$ cat config.mk
export PLATFORM = sky130hd
export DESIGN_NAME = fifo_rd_port
export DESIGN_NICKNAME = d
export VERILOG_FILES = /design/src/rtl/fifo_pkg.sv /design/src/rtl/double_flop_sync.sv /design/src/rtl/fifo_rd_port.sv
export SDC_FILE = /design/constraint.sdc
export NUM_CORES = 1
export LEC_CHECK = 0
export ABC_AREA = 1
export CAP_MARGIN = 20
export CORE_UTILIZATION = 44
export DETAILED_ROUTE_END_ITERATION = 10
export PLACE_DENSITY = 0.8
export SLEW_MARGIN = 10
export SYNTH_ARGS = -nofsm -noshare
export SYNTH_HDL_FRONTEND = slang
export SYNTH_SLANG_ARGS = --single-unit
$ cat constraint.sdc
create_clock -name r_clk -period 2.75 [get_ports r_clk]
set_clock_uncertainty 0.1 [all_clocks]
set_input_delay 0.825 -clock r_clk [delete_from_list [all_inputs] [get_ports r_clk]]
set_output_delay 0.825 -clock r_clk [all_outputs]
set_load 0.02 [all_outputs]
$ cat src/rtl/fifo_pkg.sv
// Shared definitions for both sides of the asynchronous FIFO: default sizes
// and the Gray/binary pointer conversions.
package fifo_pkg;

    localparam int DEF_D_SIZE  = 8;
    localparam int DEF_F_DEPTH = 8;
    localparam int DEF_P_SIZE  = 4;

    // Operates on a 32-bit container; callers size-cast to their pointer width.
    function automatic logic [31:0] bin2gray(input logic [31:0] bin);
        return bin ^ (bin >> 1);
    endfunction

    function automatic logic [31:0] gray2bin(input logic [31:0] gray);
        logic [31:0] bin;
        bin[31] = gray[31];
        for (int i = 30; i >= 0; i--) begin
            bin[i] = bin[i + 1] ^ gray[i];
        end
        return bin;
    endfunction

endpackage

$ cat src/rtl/double_flop_sync.sv
// Two-stage clock-domain-crossing synchronizer for a Gray-coded bus,
// shared by the read and write sides of the FIFO.
module double_flop_sync #(
    parameter int BUS_WIDTH = 4
) (
    input  logic                 clk,
    input  logic                 rst_n,
    input  logic [BUS_WIDTH-1:0] d,
    output logic [BUS_WIDTH-1:0] q
);

    logic [BUS_WIDTH-1:0] stage1;

    // Nothing may sit between the two stages, or metastability gets a path out.
    always_ff @(posedge clk or negedge rst_n) begin
        if (!rst_n) begin
            stage1 <= '0;
            q      <= '0;
        end else begin
            stage1 <= d;
            q      <= stage1;
        end
    end

endmodule

$ cat src/rtl/fifo_rd_port.sv
// Read side of an asynchronous FIFO with a registered output stage.
// Define FIFO_RD_LEVEL_EN to add the registered r_level occupancy output.
module fifo_rd_port
    import fifo_pkg::*;
#(
    parameter int D_SIZE  = DEF_D_SIZE,
    parameter int F_DEPTH = DEF_F_DEPTH,
    parameter int P_SIZE  = DEF_P_SIZE
) (
    input  logic              r_clk,
    input  logic              r_rstn,
    input  logic [P_SIZE-1:0] w_gptr,
    input  logic [D_SIZE-1:0] mem_rdata,
    output logic [P_SIZE-2:0] r_addr,
    output logic [P_SIZE-1:0] r_gptr,
    output logic              r_empty,
    output logic [D_SIZE-1:0] out_data,
    output logic              out_valid,
    input  logic              out_ready
`ifdef FIFO_RD_LEVEL_EN
    ,
    output logic [P_SIZE-1:0] r_level
`endif
);

    // The wrap bit scheme only works when the depth is exactly half the pointer range.
    if (F_DEPTH != (1 << (P_SIZE - 1))) begin : g_depth_check
        $error("fifo_rd_port: F_DEPTH must equal 2**(P_SIZE-1)");
    end

    logic [P_SIZE-1:0] wq2_gptr;
    logic [P_SIZE-1:0] r_bptr;
    logic [P_SIZE-1:0] r_bptr_next;
    logic [P_SIZE-1:0] r_gptr_next;
    logic              pop;

    double_flop_sync #(
        .BUS_WIDTH (P_SIZE)
    ) u_wptr_sync (
        .clk   (r_clk),
        .rst_n (r_rstn),
        .d     (w_gptr),
        .q     (wq2_gptr)
    );

    // A word leaves memory whenever there is one and the output stage is free or being drained.
    assign pop         = !r_empty && (!out_valid || out_ready);
    assign r_bptr_next = r_bptr + {{(P_SIZE - 1){1'b0}}, pop};
    assign r_gptr_next = P_SIZE'(bin2gray(32'(r_bptr_next)));
    assign r_addr      = r_bptr[P_SIZE-2:0];

    always_ff @(posedge r_clk or negedge r_rstn) begin
        if (!r_rstn) begin
            r_bptr  <= '0;
            r_gptr  <= '0;
            r_empty <= 1'b1;
        end else begin
            r_bptr  <= r_bptr_next;
            r_gptr  <= r_gptr_next;
            r_empty <= (r_gptr_next == wq2_gptr);
        end
    end

    // Output stage: loading on pop and clearing on accept-without-refill gives one word per cycle.
    always_ff @(posedge r_clk or negedge r_rstn) begin
        if (!r_rstn) begin
            out_data  <= '0;
            out_valid <= 1'b0;
        end else if (pop) begin
            out_data  <= mem_rdata;
            out_valid <= 1'b1;
        end else if (out_valid && out_ready) begin
            out_valid <= 1'b0;
        end
    end

`ifdef FIFO_RD_LEVEL_EN
    logic [P_SIZE-1:0] wq2_bptr;

    assign wq2_bptr = P_SIZE'(gray2bin(32'(wq2_gptr)));

    // Unsigned modulo subtraction keeps the level right across pointer wrap.
    always_ff @(posedge r_clk or negedge r_rstn) begin
        if (!r_rstn) begin
            r_level <= '0;
        end else begin
            r_level <= wq2_bptr - r_bptr;
        end
    end
`endif

endmodule
After elaboration in Yosys (flattened, before gate mapping). Index checks and enable logic that the tools add are counted.

Register bits: 26. Input bits: 15. Output and inout bits: 17. Logic and storage cells: 18.

$add $sub $neg: 1. Equal/unequal tests: 1. Mux-type cells: 2. Bitwise gates (word level): 1. Reduce and logical (&&, ||, !) cells: 6.

Operator list (count): $add 4x1->4 (1); $eq 4x4->1 (1); $xor 4x3->4 (1); $logic_and 1x1->1 (2); $logic_not 1->1 (2); $mux 1 (2); $reduce_bool 2->1 (1); $logic_or 1x1->1 (1).

Depth between registers and ports, before layout. Gate-level depths: netlist (run 1).

Word-level depth: 6. Gate-level depth with buffers: 13. Depth with buffers taken out: 13.

By module. A second synthesis (run 1) with hierarchy kept.

Cells, all modules: 102. Area, all modules: 985.9 sq um.

Modules (own cells, without submodules): fifo_rd_port (times used 1, cells an instance 94, area an instance 785.8 sq um, sequential area each 426.7 sq um); double_flop_sync (times used 1, cells an instance 8, area an instance 200.2 sq um, sequential area each 200.2 sq um).

Worst setup path after synthesis (run 1). Ideal clock, no wire load.

Kind: input-to-reg. Start: input out_ready. End: register r_empty. Arrival: 2.312 ns. Required time: 2.583 ns. Slack: 0.271 ns. Stages: 10. Path buffers: 0. Cells stage by stage: inv_1 -> a21oi_2 -> ha_1 -> ha_1 -> or2_2 -> nand2_1 -> nand2_1 -> nand2_1 -> nand4_1 -> nor2_1.

Word-level cells in the longest chain between the ends: 5.

RTL lines: start, declared (line fifo_rd_port.sv:19) `input logic out_ready`; $logic_or 1x1->1 (line fifo_rd_port.sv:47) `assign pop = !r_empty && (!out_valid || out_ready);`; $logic_and 1x1->1 (line fifo_rd_port.sv:47); via pop (line fifo_rd_port.sv:35) `logic pop;`; $add 4x1->4 (line fifo_rd_port.sv:48) `assign r_bptr_next = r_bptr + {{(P_SIZE - 1){1'b0}}, pop};`; via r_bptr_next[1] (line fifo_rd_port.sv:33) `logic [P_SIZE-1:0] r_bptr_next;`; $xor 4x3->4 (line fifo_pkg.sv:11) `return bin ^ (bin >> 1);`; $eq 4x4->1 (line fifo_rd_port.sv:60) `r_empty <= (r_gptr_next == wq2_gptr);`; end signal, assigned (line fifo_rd_port.sv:60); end, declared (line fifo_rd_port.sv:16) `output logic r_empty,`.

The timed path passes the listed nets, and every way through them passes these cells. A chain may end at the register's enable or synchronous reset.

Final worst setup path (run 1). Ends and elaborated chain as after synthesis.

==> results of run 1 <==
synth_stat cells:
library cell   n
dfstp_2        1
nor2_1         1
nand3_2        2
nand2_2        5
dfrtp_1       24
inv_1         12
nand4_1        3
a21oi_2        1
or2_2          1
nand3_1        7
ha_1           2
nand2_1       40
critical path, cell delays in order:
cell	delay [ns]
clkdlybuf4s50_1	0.46
inv_1	0.06
a21oi_2	0.14
ha_1	0.19
ha_1	0.24
or2_2	0.29
nand2_1	0.10
nand2_1	0.06
nand2_1	0.05
nand4_1	0.08
nor2_1	0.11
kinds of logic (layout without fill, tap and decap cells):
| logic type | count (synthesis) | count (layout) | share of synthesized area, % |
|---|---|---|---|
| AND/OR/NAND/NOR | 59 | 59 | 27.3 |
| flip-flops | 25 | 25 | 64.6 |
| adder cells (fa/ha/maj) | 2 | 2 | 2.58 |
| buffers and inverters | 12 | 51 | 4.64 |
| AO/OA/AOI/OAI | 1 | 1 | 0.902 |
per-layer routing:
layer,routed length [um],GRT usage [%],vias up
li1,-,-,382
met1,816,22.2,370
met2,1030,32.9,17
met3,51,3.74,0
met4,0,5.88,0
met5,0,0,-
worst max path at each step:
| stage | depth (start not counted) | end | slack (ns) |
|---|---|---|---|
| after floorplan | 10 | r_empty | 0.27 |
| after global placement | 11 | r_empty | 0.07 |
| after detailed placement | 11 | r_empty | -0.03 |
| after CTS | 11 | r_empty | 0.28 |
| after global routing | 11 | r_empty | 0.17 |
| final | 11 | r_empty | 0.28 |
state kept, by name, summed over array words and instances (netlist names):
register and count:
r_gptr 3, u_wptr_sync.q 4, r_empty 1, out_data 8
r_bptr 4, u_wptr_sync.stage1 4, out_valid 1
area by class of cell:
type                    instances  share of cell area (%)
multi-input cells              62                    21.8
well taps                      27                    2.46
repair buffers                 35                    24.8
clock buffers                   3                    1.64
clock inverters                 1                   0.365
inverters                      12                    3.28
flip-flops and latches         25                    45.7
power groups by stage:
stage | combinational (mW) | sequential (mW) | clock [mW]
after floorplan | 0.329 | 0.719 | 0
after global placement | 0.812 | 0.582 | 0
after detailed placement | 0.847 | 0.590 | 0
after CTS | 0.850 | 0.583 | 0.164
after global routing | 0.920 | 0.598 | 0.180
final | 0.844 | 0.582 | 0.156
==> flow_metrics.py, run 1 <==
metrics = {
    "detailed_routing": {
        "route.detailed.drc": 0,
        "post_drt_wl_per_cell_um": 11.5,
        "via_per_inst": 4.66,
        "drtIter0Drc": 13,
        "drtAntennaViolNets": 0,
        "routed-via-count": 769,
        "routed_wl_mm": 1.90,
        "dr.pass1.iters": 5,
    },
    "final_layout": {
        "final_cell_mix": "40 x nand2_1, 31 x clkdlybuf4s50_1, 24 x dfrtp_1, 12 x inv_1, 7 x nand3_1",
        "finalNetCount": 156,
        "multi_input_comb_area_um2": 299,
        "final_cell_count_no_fill": 165,
        "area_delta_synth_final_pct": 41.4,
        "drive_above_1_share_pct": 13.0,
        "fin_util_pct": 67.9,
        "fillCellCount": 157,
        "fin_area_um2": 1370,
        "antenna_cells": 0,
        "layout_commonest_cell": "nand2_1",
        "final-seq-area_um2": 627,
    },
    "clock_network": {
        "cts_buffers": 3,
        "clkSinkCount": 25,
        "htree_levels": 1,
        "clkSlewWorstSetupHoldPaths_ns": 0.12,
        "cts_resized": 0,
        "ctsHoldBuffers": 0,
        "clk_latency_ns": 0.31,
        "root_buffer": "clkbuf_4",
        "cts_tree": "done",
        "clock_path_buffers": 2,
        "cts_setup_buffers": 0,
    },
    "yosys": {
        "syn_nets": 116,
        "yosys_warnings": 0,
        "synth.avg_cell_area_um2": 9.81,
        "synth_seq_cells": 25,
        "yosysSeqAreaShare_pct": 64.6,
        "yosysTopAreaCell": "dfrtp_1",
        "synth_area_um2": 971,
        "synth_top_area_share_pct": 61.9,
        "syn_inst": 99,
        "synth_cell_types": 12,
        "synthTopCellsByArea": "dfrtp_1 62%, nand2_1 15%, inv_1 4.6%",
    },
    "placed_design": {
        "hpwl_mm": 1.52,
        "globalplace.congestion": 0.767,
        "place.port_buffers": 31,
        "pre_cts_slack_ns": -0.0330,
        "dpl-instance-area_um2": 1350,
        "placedCellCount": 161,
    },
    "power_and_ir_drop": {
        "total_power_mw": 1.58,
        "clockPowerShare_pct": 9.9,
        "internal_power_uw": 924,
        "pwr-share-seq_pct": 36.8,
        "p_sw_uw": 658,
        "p_per_area_nw_per_um2": 1150,
        "p_sw_share_pct": 41.6,
        "max-vdd-ir-drop_mv": 0.642,
        "power.share.combinational_pct": 53.3,
        "leakagePower_nw": 0.687,
    },
    "timing": {
        "hold_viol_final": 0,
        "setup_viol": 0,
        "holdWs_ns": 0.263,
        "timing.final.crit_period_ns": 2.47,
        "worst_slew_pin_slew_ns": 0.308,
        "fmax_mhz": 405,
        "timing.final.ws_setup_ns": 0.284,
        "rsz0062_at_grt": "no",
        "tns_ns": 0,
        "maxSlewViolCount": 0,
        "slew_headroom_pct": 79.5,
        "final.period_utilization_pct": 89.7,
    },
    "floorplan": {
        "dieArea_um2": 2400,
        "die_w_um": 49.0,
        "pin_count": 32,
        "rows": 16,
        "initial_core_util_pct": 48.0,
        "core_area_um2": 2020,
        "fp.dieH_um": 49.0,
    },
    "worst_hold_path": {
        "min_to": "u_wptr_sync.q[0]",
        "min_from": "u_wptr_sync.stage1[0]",
        "hold_path_depth": 0,
        "hold_path_class": "flip-flop to flip-flop",
    },
    "worst_setup_path": {
        "crit_start": "out_ready",
        "crit_path_start_kind": "primary input",
        "crit_fanout": 2,
        "critical_path_class": "primary input to flip-flop",
        "endpoint_kind": "flip-flop",
        "cp.arrival_ns": 2.61,
        "regToRegEndpoint": "r_empty",
        "cp.required_ns": 2.89,
        "timing.rr.start": "r_empty",
        "reg2reg_slack_ns": 0.80,
        "r2r_cells": 9,
    },
    "grt": {
        "grt_first_pass_wirelength_mm": 3.37,
        "grt_pass1_vias": 806,
        "antenna_found_initial": 0,
        "grt_start_max_net_pins": 26,
        "grt_overflow": 0,
        "grtUsageTotal_pct": 18.5,
    },
    "status": {
        "status": "finished clean",
    },
    "job": {
        "maxCapViolCount": 0,
    },
}
Note: power is estimated with default switching activity, not from simulation.
==> run 2, diff against run 1 <==
--- a/config.mk
+++ b/config.mk
@@ -7,9 +7,9 @@
 export LEC_CHECK = 0
 export ABC_AREA = 1
 export CAP_MARGIN = 20
-export CORE_UTILIZATION = 44
+export CORE_UTILIZATION = 39
 export DETAILED_ROUTE_END_ITERATION = 10
-export PLACE_DENSITY = 0.8
+export PLACE_DENSITY = 0.75
 export SLEW_MARGIN = 10
 export SYNTH_ARGS = -nofsm -noshare
 export SYNTH_HDL_FRONTEND = slang
==> constraint.sdc (replaced) <==
create_clock -name r_clk -period 2 [get_ports r_clk]
set_clock_uncertainty 0.1 [all_clocks]
set_input_delay 0.6 -clock r_clk [delete_from_list [all_inputs] [get_ports r_clk]]
set_output_delay 0.6 -clock r_clk [all_outputs]
set_load 0.02 [all_outputs]
==> run 2 against run 1 <==
- combinational power grew 48%
- clock power grew 41%
- worst hold slack is essentially flat
- non-clock buffer count grew 5
- sequential power grew 32%
- sequential share of layout area shrank 2.2 points
- worst setup slack lost 0.22 ns
==> flow_metrics.py, run 2 (same netlist as run 1, synthesis figures left out) <==
metrics = {
    "grt": {
        "grtUsageTotal_pct": 17.3,
        "grt_start_max_net_pins": 26,
        "grt_overflow": 0,
        "grt_pass1_vias": 757,
        "antenna_found_initial": 0,
        "grt_first_pass_wirelength_mm": 3.23,
    },
    "placed_design": {
        "pre_cts_slack_ns": -0.598,
        "globalplace.congestion": 0.849,
        "place.port_buffers": 31,
        "placedCellCount": 167,
        "hpwl_mm": 1.46,
    },
    "final_layout": {
        "drive_above_1_share_pct": 18.9,
        "final_cell_mix": "39 x nand2_1, 24 x dfrtp_1, 15 x dlygate4sd2_1, 13 x clkdlybuf4s50_1, 11 x inv_1",
        "layout_commonest_cell": "nand2_1",
        "largest_reg_flops": 8,
        "finalNetCount": 161,
        "area_delta_synth_final_pct": 48.5,
        "multi_input_comb_area_um2": 337,
        "regMostFlops": "out_data",
        "fillCellCount": 185,
        "final_cell_count_no_fill": 171,
        "antenna_cells": 0,
        "final-seq-area_um2": 627,
    },
    "clock_network": {
        "clkSinkCount": 25,
        "ctsHoldBuffers": 0,
        "clk_latency_ns": 0.32,
        "cts_buffers": 3,
        "clkSlewWorstSetupHoldPaths_ns": 0.13,
        "htree_levels": 1,
        "root_buffer": "clkbuf_4",
        "cts_setup_buffers": 0,
        "clock_path_buffers": 2,
        "cts_tree": "done",
    },
    "worst_setup_path": {
        "critPathTopFamily": "flip-flops",
        "crit_fanout": 3,
        "crit_path_start_kind": "flip-flop",
        "cpPeakStageDelay_ns": 0.58,
        "cp.required_ns": 1.30,
        "crit_buf_inv": 1,
        "critical_path_class": "flip-flop to output pin",
        "endpoint_kind": "output pin",
        "path_cells": "dlygate4sd2_1",
        "cp.arrival_ns": 1.24,
        "slowest_stage": "dfstp_2",
    },
    "timing": {
        "setup_viol": 0,
        "timing.final.crit_period_ns": 1.94,
        "final.period_utilization_pct": 96.9,
        "fmax_mhz": 516,
        "slew_headroom_pct": 79.6,
        "worst_slew_pin_slew_ns": 0.306,
        "timing.final.ws_setup_ns": 0.0622,
        "maxSlewViolCount": 0,
        "hold_viol_final": 0,
        "rsz0062_at_grt": "no",
    },
    "floorplan": {
        "core_area_um2": 2280,
        "die_w_um": 51.9,
        "pin_count": 32,
        "dieArea_um2": 2690,
        "initial_core_util_pct": 42.7,
        "rows": 17,
        "fp.dieH_um": 51.9,
    },
    "power_and_ir_drop": {
        "p_per_area_nw_per_um2": 1560,
        "max-vdd-ir-drop_mv": 0.778,
        "leakagePower_nw": 0.759,
        "total_power_mw": 2.24,
    },
    "detailed_routing": {
        "via_per_inst": 4.54,
        "routed_wl_mm": 1.89,
        "route.detailed.drc": 0,
        "post_drt_wl_per_cell_um": 11.1,
        "routed-via-count": 777,
        "dr.pass1.iters": 4,
        "drtAntennaViolNets": 0,
        "drtIter0Drc": 7,
    },
    "job": {
        "maxCapViolCount": 0,
    },
    "worst_hold_path": {
        "hold_path_class": "flip-flop to flip-flop",
    },
    "status": {
        "status": "finished clean",
    },
}
==> run 2: changes by cell type in the layout (fill, tap and decap cells not counted), sizes merged <==
cell,delta
dlygate4sd2,+15
clkinv,-1
dlymetal6s2s,+2
clkbuf,+2
clkdlybuf4s50,-18
buf,+5
==> run 2: path summary, 6_finish.rpt <==
check | from | end | slack, ns | depth (start not counted)
hold reg to reg | u_wptr_sync.stage1[3] | u_wptr_sync.q[3] | 0.26 | 0
hold / removal | u_wptr_sync.stage1[3] | u_wptr_sync.q[3] | 0.26 | 0
max in group asynchronous | r_rstn | r_empty | 1.00 | 2
setup reg to reg | r_empty | r_empty | 0.21 | 9
setup / recovery | r_empty | r_empty | 0.06 | 1
min in group asynchronous | r_rstn | out_data[0] | 0.52 | 2
==> run 2: cell type report <==
cell class                 instances  area share [%]
multi-input combinational         62            23.4
tap                               28            2.43
timing repair buffer              40            24.9
inverter                          12            3.99
clock buffer                       4            1.82
sequential                        25            43.5
==> run 2: layer usage <==
layer / wire length, um / vias to the layer above / GRT usage [%]
met4: 38 / 0 / 11.3
met5: 0 / - / 0
met1: 808 / 362 / 19.7
li1: - / 393 / -
met3: 81 / 3 / 3.80
met2: 965 / 19 / 28.8
==> run 2: worst register-to-register path, delay by kind of cell, from the launching register on <==
kind,cells,cell delay [ns]
compound gates,1,0.05
simple gates,6,0.61
flops,1,0.58
fa+ha+maj,2,0.40
==> run 2: where the power goes <==
part	internal, mW	total [mW]	switching [mW]
registers	0.680	0.771	0.0918
clock network	0.0782	0.220	0.142
logic	0.556	1.25	0.697
==> run 2: stage by stage <==
stage	utilization [%]	instance area, um^2	TNS [ns]	hold slack (ns)
after floorplan	-	1020	-0.00401	0.204
after global placement	63.0	1430	-3.09	0.233
after detailed placement	63.0	1430	-3.52	0.235
after CTS	63.3	1440	0	0.265
after global routing	63.3	1440	0	0.282
final	63.3	1440	0	0.263
==> run 2: what timing repair did <==
action | in CTS | in global routing
endpoints found under the setup margin | 18 | 3
gates resized for setup | 16 | 4
cloned | 0 | 0
